[src/rtl/hid_report_packer_if.sv]
// Byte stream from the report packer into the endpoint buffer.
// The packer drives as master; the endpoint buffer answers with tx_ready as slave.
interface hid_report_packer_if #(
    parameter int DATA_W = 8
);
    logic [DATA_W-1:0] tx_data;
    logic              tx_valid;
    logic              tx_last;
    logic              tx_ready;

    modport master (
        output tx_data,
        output tx_valid,
        output tx_last,
        input  tx_ready
    );

    modport slave (
        input  tx_data,
        input  tx_valid,
        input  tx_last,
        output tx_ready
    );
endinterface

[src/rtl/hid_report_packer.sv]
// Accumulates relative mouse motion and button state between host polls.
// Each poll is answered with a 3-byte boot-style report {buttons, dx, dy}, or with a NAK.
module hid_report_packer #(
    parameter int DATA_W = 8
) (
    input  logic                     clk,
    input  logic                     rst_n,
    input  logic                     enable,
    input  logic                     rpt_valid,
    input  logic signed [DATA_W-1:0] rpt_dx,
    input  logic signed [DATA_W-1:0] rpt_dy,
    input  logic [2:0]               rpt_buttons,
    input  logic                     in_token,
    hid_report_packer_if.master      tx,
    output logic                     nak,
    output logic                     sat,
    output logic                     busy
);

    // Symmetric clamp range keeps -128 out of the report (e.g. +/-127 for 8-bit).
    localparam logic signed [DATA_W:0] LIM_HI = (DATA_W+1)'((1 << (DATA_W-1)) - 1);
    localparam logic signed [DATA_W:0] LIM_LO = -LIM_HI;

    typedef enum logic [1:0] {
        IDLE = 2'd0,
        B0   = 2'd1,
        B1   = 2'd2,
        B2   = 2'd3
    } state_t;

    state_t                   state;
    logic signed [DATA_W-1:0] acc_x;
    logic signed [DATA_W-1:0] acc_y;
    logic [2:0]               btn_cur;
    logic [2:0]               btn_sent;
    logic signed [DATA_W-1:0] snap_x;
    logic signed [DATA_W-1:0] snap_y;

    logic                     pending;
    logic                     poll_idle;
    logic                     take_snap;
    logic                     give_nak;
    logic signed [DATA_W-1:0] base_x;
    logic signed [DATA_W-1:0] base_y;
    logic signed [DATA_W:0]   sum_x;
    logic signed [DATA_W:0]   sum_y;

    function automatic logic signed [DATA_W-1:0] clamp_sym(input logic signed [DATA_W:0] v);
        if (v > LIM_HI) begin
            return LIM_HI[DATA_W-1:0];
        end else if (v < LIM_LO) begin
            return LIM_LO[DATA_W-1:0];
        end else begin
            return v[DATA_W-1:0];
        end
    endfunction

    function automatic logic clamps(input logic signed [DATA_W:0] v);
        return (v > LIM_HI) || (v < LIM_LO);
    endfunction

    always_comb begin
        pending   = (acc_x != '0) || (acc_y != '0) || (btn_cur != btn_sent);
        poll_idle = in_token && (state == IDLE);
        take_snap = poll_idle && enable && pending;
        give_nak  = poll_idle && !(enable && pending);
        // A sample landing in the snapshot cycle starts the next report from zero.
        base_x    = take_snap ? '0 : acc_x;
        base_y    = take_snap ? '0 : acc_y;
        sum_x     = {base_x[DATA_W-1], base_x} + {rpt_dx[DATA_W-1], rpt_dx};
        sum_y     = {base_y[DATA_W-1], base_y} + {rpt_dy[DATA_W-1], rpt_dy};
    end

    // Motion accumulation, button tracking and report snapshot
    always_ff @(posedge clk or negedge rst_n) begin
        if (!rst_n) begin
            acc_x    <= '0;
            acc_y    <= '0;
            btn_cur  <= '0;
            btn_sent <= '0;
            snap_x   <= '0;
            snap_y   <= '0;
            sat      <= 1'b0;
        end else if (!enable) begin
            acc_x    <= '0;
            acc_y    <= '0;
            btn_sent <= btn_cur;
            sat      <= 1'b0;
        end else begin
            sat <= rpt_valid && (clamps(sum_x) || clamps(sum_y));
            if (rpt_valid) begin
                acc_x   <= clamp_sym(sum_x);
                acc_y   <= clamp_sym(sum_y);
                btn_cur <= rpt_buttons;
            end else if (take_snap) begin
                acc_x <= '0;
                acc_y <= '0;
            end
            if (take_snap) begin
                snap_x   <= acc_x;
                snap_y   <= acc_y;
                btn_sent <= btn_cur;
            end
        end
    end

    // Report byte sequencer; byte 0 is loaded straight from btn_cur at snapshot time
    always_ff @(posedge clk or negedge rst_n) begin
        if (!rst_n) begin
            state       <= IDLE;
            tx.tx_data  <= '0;
            tx.tx_valid <= 1'b0;
            tx.tx_last  <= 1'b0;
            nak         <= 1'b0;
            busy        <= 1'b0;
        end else begin
            nak <= 1'b0;
            case (state)
                IDLE: begin
                    if (take_snap) begin
                        state       <= B0;
                        tx.tx_data  <= {{(DATA_W-3){1'b0}}, btn_cur};
                        tx.tx_valid <= 1'b1;
                        tx.tx_last  <= 1'b0;
                        busy        <= 1'b1;
                    end else if (give_nak) begin
                        nak <= 1'b1;
                    end
                end
                B0: begin
                    if (tx.tx_ready) begin
                        state      <= B1;
                        tx.tx_data <= snap_x;
                    end
                end
                B1: begin
                    if (tx.tx_ready) begin
                        state      <= B2;
                        tx.tx_data <= snap_y;
                        tx.tx_last <= 1'b1;
                    end
                end
                B2: begin
                    if (tx.tx_ready) begin
                        state       <= IDLE;
                        tx.tx_data  <= '0;
                        tx.tx_valid <= 1'b0;
                        tx.tx_last  <= 1'b0;
                        busy        <= 1'b0;
                    end
                end
                default: begin
                    state       <= IDLE;
                    tx.tx_valid <= 1'b0;
                    tx.tx_last  <= 1'b0;
                    busy        <= 1'b0;
                end
            endcase
        end
    end

endmodule

[src/flat_wrapper.sv]
// flat-port wrapper written by rule: the top's interface ports become plain ports
module hid_report_packer_flat 
#(
    parameter int DATA_W = 8
)
  (clk, rst_n, enable, rpt_valid, rpt_dx, rpt_dy, rpt_buttons, in_token, nak, sat, busy, tx_tx_data, tx_tx_valid, tx_tx_last, tx_tx_ready);
  hid_report_packer_if #(.DATA_W(DATA_W)) tx_i ();
  input  logic clk;
  input  logic rst_n;
  input  logic enable;
  input  logic rpt_valid;
  input  logic signed [DATA_W-1:0] rpt_dx;
  input  logic signed [DATA_W-1:0] rpt_dy;
  input  logic [2:0] rpt_buttons;
  input  logic in_token;
  output logic nak;
  output logic sat;
  output logic busy;
  output wire logic [$bits(tx_i.tx_data)-1:0] tx_tx_data;
  output wire logic [$bits(tx_i.tx_valid)-1:0] tx_tx_valid;
  output wire logic [$bits(tx_i.tx_last)-1:0] tx_tx_last;
  input wire logic [$bits(tx_i.tx_ready)-1:0] tx_tx_ready;
  assign tx_tx_data = tx_i.tx_data;
  assign tx_tx_valid = tx_i.tx_valid;
  assign tx_tx_last = tx_i.tx_last;
  assign tx_i.tx_ready = tx_tx_ready;
  hid_report_packer #(.DATA_W(DATA_W)) u_core (.clk(clk), .rst_n(rst_n), .enable(enable), .rpt_valid(rpt_valid), .rpt_dx(rpt_dx), .rpt_dy(rpt_dy), .rpt_buttons(rpt_buttons), .in_token(in_token), .tx(tx_i), .nak(nak), .sat(sat), .busy(busy));
endmodule
[config.mk]
export PLATFORM = sky130hd
export DESIGN_NAME = hid_report_packer_flat
export DESIGN_NICKNAME = d
export VERILOG_FILES = /design/src/rtl/hid_report_packer_if.sv /design/src/rtl/hid_report_packer.sv /design/src/flat_wrapper.sv
export SDC_FILE = /design/constraint.sdc
export NUM_CORES = 1
export LEC_CHECK = 0
export CAP_MARGIN = 40
export CELL_PAD_IN_SITES_DETAIL_PLACEMENT = 1
export CELL_PAD_IN_SITES_GLOBAL_PLACEMENT = 1
export CORE_MARGIN = 1
export CORE_UTILIZATION = 40
export DETAILED_ROUTE_END_ITERATION = 12
export PLACE_DENSITY_LB_ADDON = 0.1
export SLEW_MARGIN = 20
export SYNTH_ARGS = -nofsm -noshare
export SYNTH_HDL_FRONTEND = slang
export SYNTH_SLANG_ARGS = --single-unit
[constraint.sdc]
create_clock -name clk -period 10.24 [get_ports clk]
set_input_delay 3.072 -clock clk [delete_from_list [all_inputs] [get_ports clk]]
set_output_delay 3.072 -clock clk [all_outputs]
set_load 0.05 [all_outputs]
After elaboration in Yosys (flattened, before gate mapping)
Cells that the tools add are included.
W data, S select, Z words.

word-level totals
  bits in registers = 52
  input bits = 25
  output and inout port bits = 13
  word-level logic and storage cells = 81

operators by class
  add/sub/neg operators = 2
  magnitude comparators = 4
  equal/unequal tests = 9
  mux-type cells = 32
  reductions and logical operators = 22

operators by type and width
  operator              number
  $mux W8               14
  $pmux W8 S4           1
  $add A8 B8 Y9         2
  $gt A9 B8 Y1 const B  2
  $lt A9 B8 Y1 const B  2
  $reduce_bool A8 Y1    2
  $mux W1               8
  $mux W2               4
  $pmux W2 S4           1
  $reduce_and A4 Y1     2
  $logic_and A1 B1 Y1   6
  $mux W3               2
  $ne A2 B2 Y1 const B  3
  $logic_or A1 B1 Y1    5
  $eq A2 B2 Y1 const B  2
  $ne A2 B1 Y1 const B  2
  $reduce_and A2 Y1     2
  $ne A3 B3 Y1          1
  $pmux W1 S3           1
  $reduce_and A3 Y1     1
  $reduce_bool A3 Y1    1
  $eq A2 B1 Y1 const B  1
  $logic_not A2 Y1      1
  $pmux W1 S2           1
  2 further kinds       2

Longest topological paths before layout
Gate-level depths: netlist of the first run.

  word-level depth = 11
  gate-level depth with buffers = 18

Worst setup path before layout of the first run
No wires, ideal clock.

  path type = input to register
  from = in enable
  to = reg u_core.acc_y[3]
  library setup time = 94 ps
  data arrival time = 6,000 ps
  path slack = 4,146 ps
  cell stages on the path = 15
  path buffers = 1
  cells stage by stage = and3_1 > o21ai_1 > clkbuf_1 > and2_1 > ha_1 > inv_1 > fa_1 > nor2b_1 > o21ai_1 > a221oi_1 > o221a_2 > o21ai_0 > o21a_1 > a21bo_2 > a211oi_1

between the ends
  cells in the longest elaborated chain, start to end = 9
  elaborated cells on any way between the ends = 10

RTL lines
  element                           RTL line                 RTL
  from (decl)                       flat_wrapper.sv:10       input logic enable;
  $logic_and A1 B1 Y1 (2 in a row)  hid_report_packer.sv:65  take_snap = poll_idle && enable && pending;
  $mux W8                           n/a
  $add A8 B8 Y9                     hid_report_packer.sv:71  sum_y = {base_y[DATA_W-1], base_y} + {rpt_dy[DATA_W-1], rpt_dy};
  $lt A9 B8 Y1                      hid_report_packer.sv:51  end else if (v < LIM_LO) begin
  $mux W8                           hid_report_packer.sv:51
  $mux W8                           hid_report_packer.sv:49  if (v > LIM_HI) begin
  $mux W8                           hid_report_packer.sv:91  if (rpt_valid) begin
  $mux W8 *                         hid_report_packer.sv:84  end else if (!enable) begin
  to (signal assigned)              hid_report_packer.sv:93  acc_y <= clamp_sym(sum_y);
  to (decl)                         hid_report_packer.sv:33  logic signed [DATA_W-1:0] acc_y;

Every way passes the cells marked *; elsewhere a longest branch is shown, timed or not.
A chain may end at the register's enable or synchronous reset.

Final worst setup path of the first run
Same ends and word-level chain as after synthesis.

==> out/summary.txt, run 1 <==
final setup fails = 0
Startpoint Class = input port
Hold Crit Class = reg2reg
post-CTS sizing = 0
Final nets = 471
Max Slew Vio Count = 0
root cell of the clock tree = clkbuf_8
leading cell types in the layout, fill and taps excluded = nand2_1, dfrtp_1, clkdlybuf4s50_1
RSZ-0062 raised after global routing = no
via count = 2998
Fill cells = 989
critical path capture point type = flop
Finished Layout Cells = 533
Layout area overhead = 17.07%
reg2reg start = u_core.btn_cur[1]
final core utilization = 0.4891
cells after synthesis = 396
Min-Delay Path Depth = 2
Area contributors post-synth = dfrtp_1, nand2_1, ha_1
Hold Vio Cnt, Final = 0
Critical Path, Cell by Cell = clkdlybuf4s50_1, and3_1, o21ai_2, buf_4, and2_1, ha_1, inv_1, fa_1, nor2b_1, o21ai_1, a221oi_1, o221a_2, o21ai_0, o21a_1, a21bo_2, a211oi_1
layout cells sized above 1 = 0.09346
highest cell delay on the worst timing path = 0.76 ns
# DRC = 0
Synth cell types = 61
worst skew pair latency = 0.31 ns
top-area cell type share of the netlist area = 0.3753
number of inserted diodes = 0
initial antenna violation count = 0
Inst Count DP = 525
hold_sp = u_core.snap_y[5]
Yosys warnings = 0
vias in the first global route = 3114
WHS Endpoint = u_core.snap_y[5]
Rows = 33
Wirelength per Cell = 17.08 µm
syn avg cell area = 8.755 µm²
pin count of the biggest net entering global routing = 53
Setup CP Type = in2reg
Num CTS Buffers = 5
vias per cell = 5.625
Sequential Area = 0.001301 mm²
Layout Skew = 0.01190 ns
worst-path fanout max = 31
drt first pass iters = 4
GRT Util Overall = 0.2170
status = completed
Worst-path clk slew = 0.10 ns
Tcrit/Tclk final = 0.7003
1st-iter DRT viols = 109
Max-Cap Viols = 0
grt total ovfl = 0
setup TNS = 0 ns
die area = 0.009044 mm²
Tightest Pin Transition = 0.6621 ns
predominant post-synthesis flop cell = dfrtp_1
Routed WL = 9105 µm
Peak VDD IR = 0.00007485 V
TritonCTS sink count = 52
Worst R2R Setup Slack = 5.77 ns
first-pass GRT wire length = 15350 µm
core area = 0.008299 mm²
Pleak = 1.771 nW
IO Port Bufs = 37
Fmax achieved = 139.4 MHz
Seq cells post-synth = 52
initial core utilization = 0.4178
IO Count = 38
maximum level of the CTS H-tree = 2
Tmin final = 7.172 ns
Die X = 95.10 µm
Crit path required time = 10.46 ns
Post-synth ARST share = 1.000
Slew HR = 0.5572
DP Wirelength = 7114 µm
P per Cell Area = 235.5 mW/mm²
syn nets = 440
leading area contributor after synthesis = dfrtp_1
Chip Height = 95.10 µm
Arr. time, crit path = 7.39 ns
TritonCTS clock tree = yes
GPL Wtd Cong = 0.8110
RR Endpoint = u_core.acc_y[3]
CTS Hold Bufs = 0
Clock Tree Buf Depth = 2
EDFF count, synth = 0
Multi-input gate area = 0.002009 mm²
antenna viol nets, final = 0
commonest non-fill, non-tap cell in the layout = nand2_1
Reg2Reg Depth = 16
CP max-delay cell = clkdlybuf4s50_1
Post-CTS Repair Setup Buffers = 0
post-synthesis sequential area ratio = 0.3753
Synth Cell Area = 0.003467 mm²
==> synthesized netlist by cell type, drive strengths merged, types with 3 or more instances <==
cell type / n
nor2b: 4
mux2: 8
a311oi: 5
nor4: 4
nand2: 73
a211oi: 4
nand3: 5
nor2: 25
and2: 13
nand2b: 5
clkbuf: 11
o21ai: 32
o22ai: 3
a21oi: 23
and3: 3
o31ai: 8
mux2i: 3
ha: 17
inv: 20
nor3b: 3
a2111oi: 4
xor2: 7
buf: 8
xnor2: 7
dfrtp: 52
o221a: 4
a22oi: 9
nor3: 8
==> per-stage QoR <==
stage | power (mW) | hold slack (ns) | area (µm²) | worst slack, ns
after detailed placement | 0.8082 | 0.4651 | 3933 | 2.767
after global placement | 0.7908 | 0.4621 | 3913 | 2.700
final | 0.9560 | 0.4823 | 4059 | 3.068
after CTS | 0.9637 | 0.4861 | 4059 | 3.072
after global routing | 1.027 | 0.5048 | 4059 | 2.555
after floorplan | 0.6628 | 0.4465 | 3467 | 4.146
==> worst max-delay path by stage <==
stage / start / to / slack (ns) / depth (start not counted)
after floorplan: enable / u_core.acc_y[3] / 4.15 / 15
after CTS: enable / u_core.acc_y[3] / 3.07 / 16
after global placement: enable / u_core.acc_x[0] / 2.70 / 15
after detailed placement: enable / u_core.acc_y[3] / 2.77 / 16
final: enable / u_core.acc_y[3] / 3.07 / 16
after global routing: enable / u_core.sat / 2.56 / 16
==> cells by family after synthesis <==
family	after synthesis	synth area share
compound gates	109	0.2259
simple gates	151	0.2068
buf+inv	39	0.04619
flops	52	0.3753
xor+xnor	14	0.03537
mux	11	0.03465
fa+ha+maj	20	0.07578
==> report_power, final <==
part | total (mW) | internal, mW | switching [mW]
Clock | 0.154 | 0.0863 | 0.0676
Combinational | 0.482 | 0.183 | 0.298
Sequential | 0.320 | 0.268 | 0.0526
==> flip-flops by register name, summed over array words and instances (netlist names) <==
name and cells:
u_core.acc_x 8, u_core.acc_y 8, u_core.btn_cur 3, u_core.btn_sent 3, u_core.nak 1, u_core.sat 1, u_core.snap_x 8, u_core.snap_y 8
u_core.state 2, u_core.tx.tx_data 8, u_core.tx.tx_last 1, u_core.tx.tx_valid 1
==> metal layers <==
metal / part of all wire / global-route usage
met5: 0 / 0
met1: 0.48 / 0.2834
met4: 0.020 / 0.06692
met3: 0.023 / 0.03349
met2: 0.48 / 0.3667
==> area by class of cell <==
class,count,share of cell area
repair buffers,43,0.1023
flip-flops and latches,52,0.3206
clock buffers,7,0.02374
clock inverters,1,0.007398
multi-input cells,305,0.4951
well taps,105,0.03237
inverters,20,0.01850
==> critical path: cells and delay by family <==
| family | cells | cell delay [ns] |
|---|---|---|
| buffers and inverters | 3 | 1.16 |
| AO/OA/AOI/OAI | 8 | 1.68 |
| AND/OR/NAND/NOR | 3 | 0.84 |
| adder cells (fa/ha/maj) | 2 | 0.62 |
No activity file was read; power rests on OpenSTA's default activity.
==> run 2: changes to the inputs <==
Settings changed: CORE_UTILIZATION 40 to 39.
Clock period 10.24 ns to 5.8 ns, I/O delays scaled along.
==> run 2 against run 1 <==
  * Non-clock buffer count grew 1
  * Die area grew 2.5%
  * Final cell count grew 0.75%
  * Cell area grew 0.34%
  * Sequential power grew 75%
  * Register-to-register slack lost 4.3 ns
  * Sequential share of layout area shrank 0.11 points
  * Critical endpoint is now u_core.acc_y[0]
  * Largest cell class unchanged
==> out/summary.txt, run 2 (synthesis results as in run 1) <==
Fmax achieved = 195.6 MHz
Slew HR = 0.5237 (was 0.5572)
Die X = 96.29 µm (was 95.10 µm)
Layout area overhead = 17.47% (was 17.07%)
worst-path fanout max = 11 (was 31)
RSZ-0062 raised after global routing = no (unchanged)
Clock Tree Buf Depth = 2 (unchanged)
Tcrit/Tclk final = 0.8814
Arr. time, crit path = 5.34 ns (was 7.39 ns)
Tmin final = 5.112 ns
antenna viol nets, final = 0 (unchanged)
highest cell delay on the worst timing path = 0.44 ns (was 0.76 ns)
Layout Skew = 0.004085 ns (was 0.01190 ns)
TritonCTS sink count = 52 (unchanged)
Rows = 34 (was 33)
Max Slew Vio Count = 0 (unchanged)
# DRC = 0 (unchanged)
post-place setup slack = 0.4147 ns (was 2.767 ns)
P per Cell Area = 413.9 mW/mm² (was 235.5 mW/mm²)
drt first pass iters = 4 (unchanged)
root cell of the clock tree = clkbuf_8 (unchanged)
die area = 0.009271 mm² (was 0.009044 mm²)
Peak VDD IR = 0.0001337 V (was 0.00007485 V)
Hold Crit Class = reg2reg (unchanged)
TritonCTS clock tree = yes (unchanged)
Wirelength per Cell = 16.79 µm (was 17.08 µm)
leading cell types in the layout, fill and taps excluded = nand2_1, dfrtp_1, clkdlybuf4s50_1 (unchanged)
Worst R2R Setup Slack = 1.45 ns (was 5.77 ns)
commonest non-fill, non-tap cell in the layout = nand2_1 (unchanged)
layout cells sized above 1 = 0.09557 (was 0.09346)
Setup CP Type = in2reg (unchanged)
grt total ovfl = 0 (unchanged)
WHS = 0.4840 ns (was 0.4823 ns)
Max-Cap Viols = 0 (unchanged)
CTS Hold Bufs = 0 (unchanged)
Pleak = 1.777 nW (was 1.771 nW)
Hold Vio Cnt, Final = 0 (unchanged)
maximum level of the CTS H-tree = 2 (unchanged)
initial core utilization = 0.3995 (was 0.4178)
Final nets = 472 (was 471)
GRT Util Overall = 0.2131 (was 0.2170)
status = completed (unchanged)
Tightest Pin Transition = 0.7145 ns (was 0.6621 ns)
Worst-path clk slew = 0.10 ns (about the same)
via count = 2984 (was 2998)
core area = 0.008678 mm² (was 0.008299 mm²)
final core utilization = 0.4693 (was 0.4891)
IO Count = 38 (unchanged)
Post-CTS Repair Setup Buffers = 0 (unchanged)
initial antenna violation count = 0 (unchanged)
1st-iter DRT viols = 66 (was 109)
Startpoint Class = input port (unchanged)
DP Wirelength = 7023 µm (was 7114 µm)
worst skew pair latency = 0.30 ns (was 0.31 ns)
Crit path required time = 6.03 ns (was 10.46 ns)
vias per cell = 5.557 (was 5.625)
pin count of the biggest net entering global routing = 53 (unchanged)
setup TNS = 0 ns (unchanged)
IO Port Bufs = 37 (unchanged)
critical path capture point type = flop (unchanged)
post-CTS sizing = 0 (unchanged)
number of inserted diodes = 0 (unchanged)
CP max-delay cell = clkdlybuf4s50_1 (unchanged)
Num CTS Buffers = 5 (unchanged)
Routed WL = 9016 µm (was 9105 µm)
final setup fails = 0 (unchanged)
Final Total Pwr = 1.686 mW (was 0.9560 mW)
setup ws final = 0.6879 ns (was 3.068 ns)
Critical Path, Cell by Cell = clkdlybuf4s50_1, and3_1, o21ai_2, and2_1, ha_1, inv_1, fa_1, nor2b_1, o21ai_1, a221oi_1, o22ai_1, xor2_1, a41oi_2, mux2_2, a31oi_1 (was clkdlybuf4s50_1, and3_1, o21ai_2, buf_4, and2_1, ha_1, inv_1, fa_1, nor2b_1, o21ai_1, a221oi_1, o221a_2, o21ai_0, o21a_1, a21bo_2, a211oi_1)
first-pass GRT wire length = 15080 µm (was 15350 µm)
Chip Height = 96.29 µm (was 95.10 µm)
GPL Wtd Cong = 0.8747 (was 0.8110)
vias in the first global route = 3041 (was 3114)
[run 2: per-layer routing]
| metal | routed length [µm] | share of wire | vias to the layer above | GRT usage |
|---|---|---|---|---|
| met5 | 0 | 0 | - | 0 |
| met4 | 215 | 0.024 | 0 | 0.06468 |
| met3 | 219 | 0.024 | 12 | 0.03002 |
| met2 | 4239 | 0.47 | 52 | 0.3611 |
| met1 | 4342 | 0.48 | 1458 | 0.2800 |
| li1 | - | - | 1462 | - |
[run 2: path summary, 6_finish.rpt]
check	start	endpoint	depth (start not counted)
worst max-delay path	in_token	u_core.acc_y[0]	15
worst min-delay path	u_core.tx.tx_data[7]	u_core.tx.tx_data[7]	2
worst max register to register	u_core.acc_x[4]	u_core.acc_y[0]	15
worst min register to register	u_core.tx.tx_data[7]	u_core.tx.tx_data[7]	2
max in group asynchronous	rst_n	u_core.btn_cur[1]	2
min in group asynchronous	rst_n	u_core.state[0]	2
[run 2: layout make-up]
| cell class | instances | area [µm²] |
|---|---|---|
| sequential | 52 | 1301 |
| inverter | 20 | 75.07 |
| multi-input combinational | 305 | 2009 |
| clock buffer | 7 | 96.34 |
| fill | 1051 | 4606 |
| timing repair buffer | 44 | 425.4 |
| clock inverter | 1 | 30.03 |
| tap | 108 | 135.1 |
[run 2: per-stage QoR]
| stage | std cells | area, µm² |
|---|---|---|
| after detailed placement | 529 | 3946 |
| after CTS | 537 | 4073 |
| final | 537 | 4073 |
| after floorplan | 396 | 3467 |
| after global placement | 528 | 3931 |
| after global routing | 537 | 4073 |
[run 2: worst max-delay path, delay by kind of cell]
kind | cells | cell delay (ns)
xor gates and xnor gates | 1 | 0.25
AOI/OAI and AO/OA | 6 | 1.23
buffers and inverters | 2 | 0.51
muxes | 1 | 0.33
and+or+nand+nor | 3 | 0.67
adders and majority gates | 2 | 0.61
[run 2: power breakdown]
| group | internal [mW] | switching [mW] | total [mW] | leakage, nW |
|---|---|---|---|---|
| Sequential | 0.473 | 0.0884 | 0.561 | 0.672 |
| Clock | 0.152 | 0.121 | 0.273 | 0.0645 |
| Combinational | 0.326 | 0.525 | 0.851 | 1.04 |
==> run 3: changes to the inputs <==
Settings changed: CAP_MARGIN 40 to 10, CTS_CLUSTER_DIAMETER from default to 120.
==> run 3 against run 2 <==
  * Register-to-register slack improved by 0.03 ns
  * Clock power barely moved
  * Wire length fell by 0.33%
  * Worst hold slack got worse by 0.0024 ns
  * Sequential power barely moved
  * Die area did not move
  * Flip-flop and latch count did not move
  * Critical path depth fell by 2
  * Critical endpoint is now u_core.acc_x[6]
==> out/summary.txt, run 3 (synthesis results as in run 1) <==
status = completed (unchanged)
Max Slew Vio Count = 0 (unchanged)
Crit path required time = 6.00 ns (was 6.03 ns)
Top Family by Delay on Critical Path = compound AO/OA/AOI/OAI gates (unchanged)
RSZ-0062 raised after global routing = no (unchanged)
WHS Endpoint = u_core.tx.tx_data[7] (unchanged)
CTS Hold Bufs = 0 (unchanged)
# DRC = 0 (unchanged)
reg2reg start = u_core.acc_x[4] (unchanged)
Wirelength per Cell = 16.76 µm (was 16.79 µm)
IO Port Bufs = 37 (unchanged)
GRT Util Overall = 0.2146 (was 0.2131)
WHS = 0.4816 ns (was 0.4840 ns)
Layout Skew = 0.005248 ns (was 0.004085 ns)
core area = 0.008678 mm² (unchanged)
Fill cells = 1024 (was 1051)
worst-path fanout max = 11 (unchanged)
pin count of the biggest net entering global routing = 53 (unchanged)
number of inserted diodes = 0 (unchanged)
Slew HR = 0.3406 (was 0.5237)
Tmin final = 5.107 ns (was 5.112 ns)
final setup fails = 0 (unchanged)
Worst-path clk slew = 0.10 ns (about the same)
Chip Height = 96.29 µm (unchanged)
IO Count = 38 (unchanged)
vias per cell = 5.543 (was 5.557)
Fmax achieved = 195.8 MHz (was 195.6 MHz)
Bufs and invs on worst path = 1 (was 2)
TritonCTS sink count = 52 (unchanged)
drt first pass iters = 4 (unchanged)
antenna viol nets, final = 0 (unchanged)
Max-Cap Viols = 0 (unchanged)
Clock Tree Buf Depth = 2 (unchanged)
Tightest Pin Transition = 0.9860 ns (was 0.7145 ns)
P per Cell Area = 414.7 mW/mm² (was 413.9 mW/mm²)
vias in the first global route = 3004 (was 3041)
Inst Count DP = 528 (was 529)
Num CTS Buffers = 5 (unchanged)
root cell of the clock tree = clkbuf_8 (unchanged)
Pleak = 1.769 nW (was 1.777 nW)
Routed WL = 8986 µm (was 9016 µm)
Setup CP Type = in2reg (unchanged)
maximum level of the CTS H-tree = 2 (unchanged)
critical path capture point type = flop (unchanged)
Hold Vio Cnt, Final = 0 (unchanged)
die area = 0.009271 mm² (unchanged)
first-pass GRT wire length = 15100 µm (was 15080 µm)
initial core utilization = 0.3995 (unchanged)
Final nets = 471 (was 472)
Post-CTS Repair Setup Buffers = 0 (unchanged)
setup TNS = 0 ns (unchanged)
Peak VDD IR = 0.0001312 V (was 0.0001337 V)
1st-iter DRT viols = 93 (was 66)
TritonCTS clock tree = yes (unchanged)
layout cells sized above 1 = 0.09346 (was 0.09557)
Layout area overhead = 17.03% (was 17.47%)
hold_sp = u_core.tx.tx_data[7] (unchanged)
Final Total Pwr = 1.683 mW (was 1.686 mW)
Min-Delay Path Depth = 2 (unchanged)
Arr. time, crit path = 5.31 ns (was 5.34 ns)
highest cell delay on the worst timing path = 0.50 ns (was 0.44 ns)
Finished Layout Cells = 536 (was 537)
Die X = 96.29 µm (unchanged)
post-CTS sizing = 0 (unchanged)
RR Endpoint = u_core.acc_y[0] (unchanged)
Worst R2R Setup Slack = 1.48 ns (was 1.45 ns)
grt total ovfl = 0 (unchanged)
via count = 2971 (was 2984)
commonest non-fill, non-tap cell in the layout = nand2_1 (unchanged)
Reg2Reg Depth = 15 (unchanged)
leading cell types in the layout, fill and taps excluded = nand2_1, dfrtp_1, clkdlybuf4s50_1 (unchanged)
Startpoint Class = input port (unchanged)
worst skew pair latency = 0.31 ns (was 0.30 ns)
Critical Path, Cell by Cell = clkdlybuf4s50_1, and3_1, o21ai_2, and2_1, ha_1, a2111oi_0, nor3_1, a2111oi_2, o21ai_1, a311oi_4, o21ai_1, a21oi_1, nor3b_1 (was clkdlybuf4s50_1, and3_1, o21ai_2, and2_1, ha_1, inv_1, fa_1, nor2b_1, o21ai_1, a221oi_1, o22ai_1, xor2_1, a41oi_2, mux2_2, a31oi_1)
Rows = 34 (unchanged)
CP max-delay cell = a2111oi_2 (was clkdlybuf4s50_1)
initial antenna violation count = 0 (unchanged)
Tcrit/Tclk final = 0.8805 (was 0.8814)
DP Wirelength = 7019 µm (was 7023 µm)
critical path's most frequent cell = o21ai_1
Hold Crit Class = reg2reg (unchanged)
GPL Wtd Cong = 0.8747 (unchanged)
[run 3: cell type report]
| type | count | area [µm²] | area share |
|---|---|---|---|
| clock buffer | 7 | 96.34 | 0.02374 |
| clock inverter | 1 | 30.03 | 0.007401 |
| inverter | 20 | 75.07 | 0.01850 |
| multi-input combinational | 305 | 2009 | 0.4952 |
| sequential | 52 | 1301 | 0.3207 |
| tap | 108 | 135.1 | 0.03330 |
| timing repair buffer | 43 | 410.4 | 0.1011 |
[run 3: how the worst max path moves through the flow]
stage	startpoint	endpoint	slack (ns)	depth (start not counted)
global placement	in_token	u_core.acc_x[6]	0.35	13
finish	in_token	u_core.acc_x[6]	0.69	13
global route	in_token	u_core.acc_x[6]	0.34	13
detailed placement	enable	u_core.acc_y[0]	0.41	15
CTS	enable	u_core.acc_y[0]	0.73	15
floorplan	enable	u_core.acc_y[3]	1.04	15
[run 3: worst register-to-register path: cells and delay by family, from the launching register on]
| family | cells | cell delay, ns |
|---|---|---|
| xor+xnor | 1 | 0.24 |
| simple gates | 4 | 1.02 |
| fa+ha+maj | 2 | 0.59 |
| mux | 1 | 0.33 |
| buf+inv | 1 | 0.07 |
| compound gates | 6 | 1.45 |
| flops | 1 | 0.55 |
[run 3: report_power, final]
group	switching (mW)	total (mW)	internal, mW
Clock	0.122	0.275	0.152
Combinational	0.522	0.847	0.325
Sequential	0.0883	0.561	0.473
[run 3: metrics by stage]
| stage | instance area (µm²) | worst slack, ns | util |
|---|---|---|---|
| final | 4058 | 0.6929 | 0.4676 |
| after global routing | 4058 | 0.3407 | 0.4676 |
| after CTS | 4058 | 0.7300 | 0.4676 |
| after detailed placement | 3931 | 0.4127 | 0.4530 |
| after global placement | 3931 | 0.3497 | 0.4530 |
| after floorplan | 3467 | 1.038 | - |
[run 3: routing by layer]
metal  up-vias  wire length [µm]  GRT usage
met5         -                 0          0
met4         0               106    0.05224
met3         7               149    0.02370
met2        41              4368     0.3641
met1      1461              4362     0.2908
li1       1462                 -          -
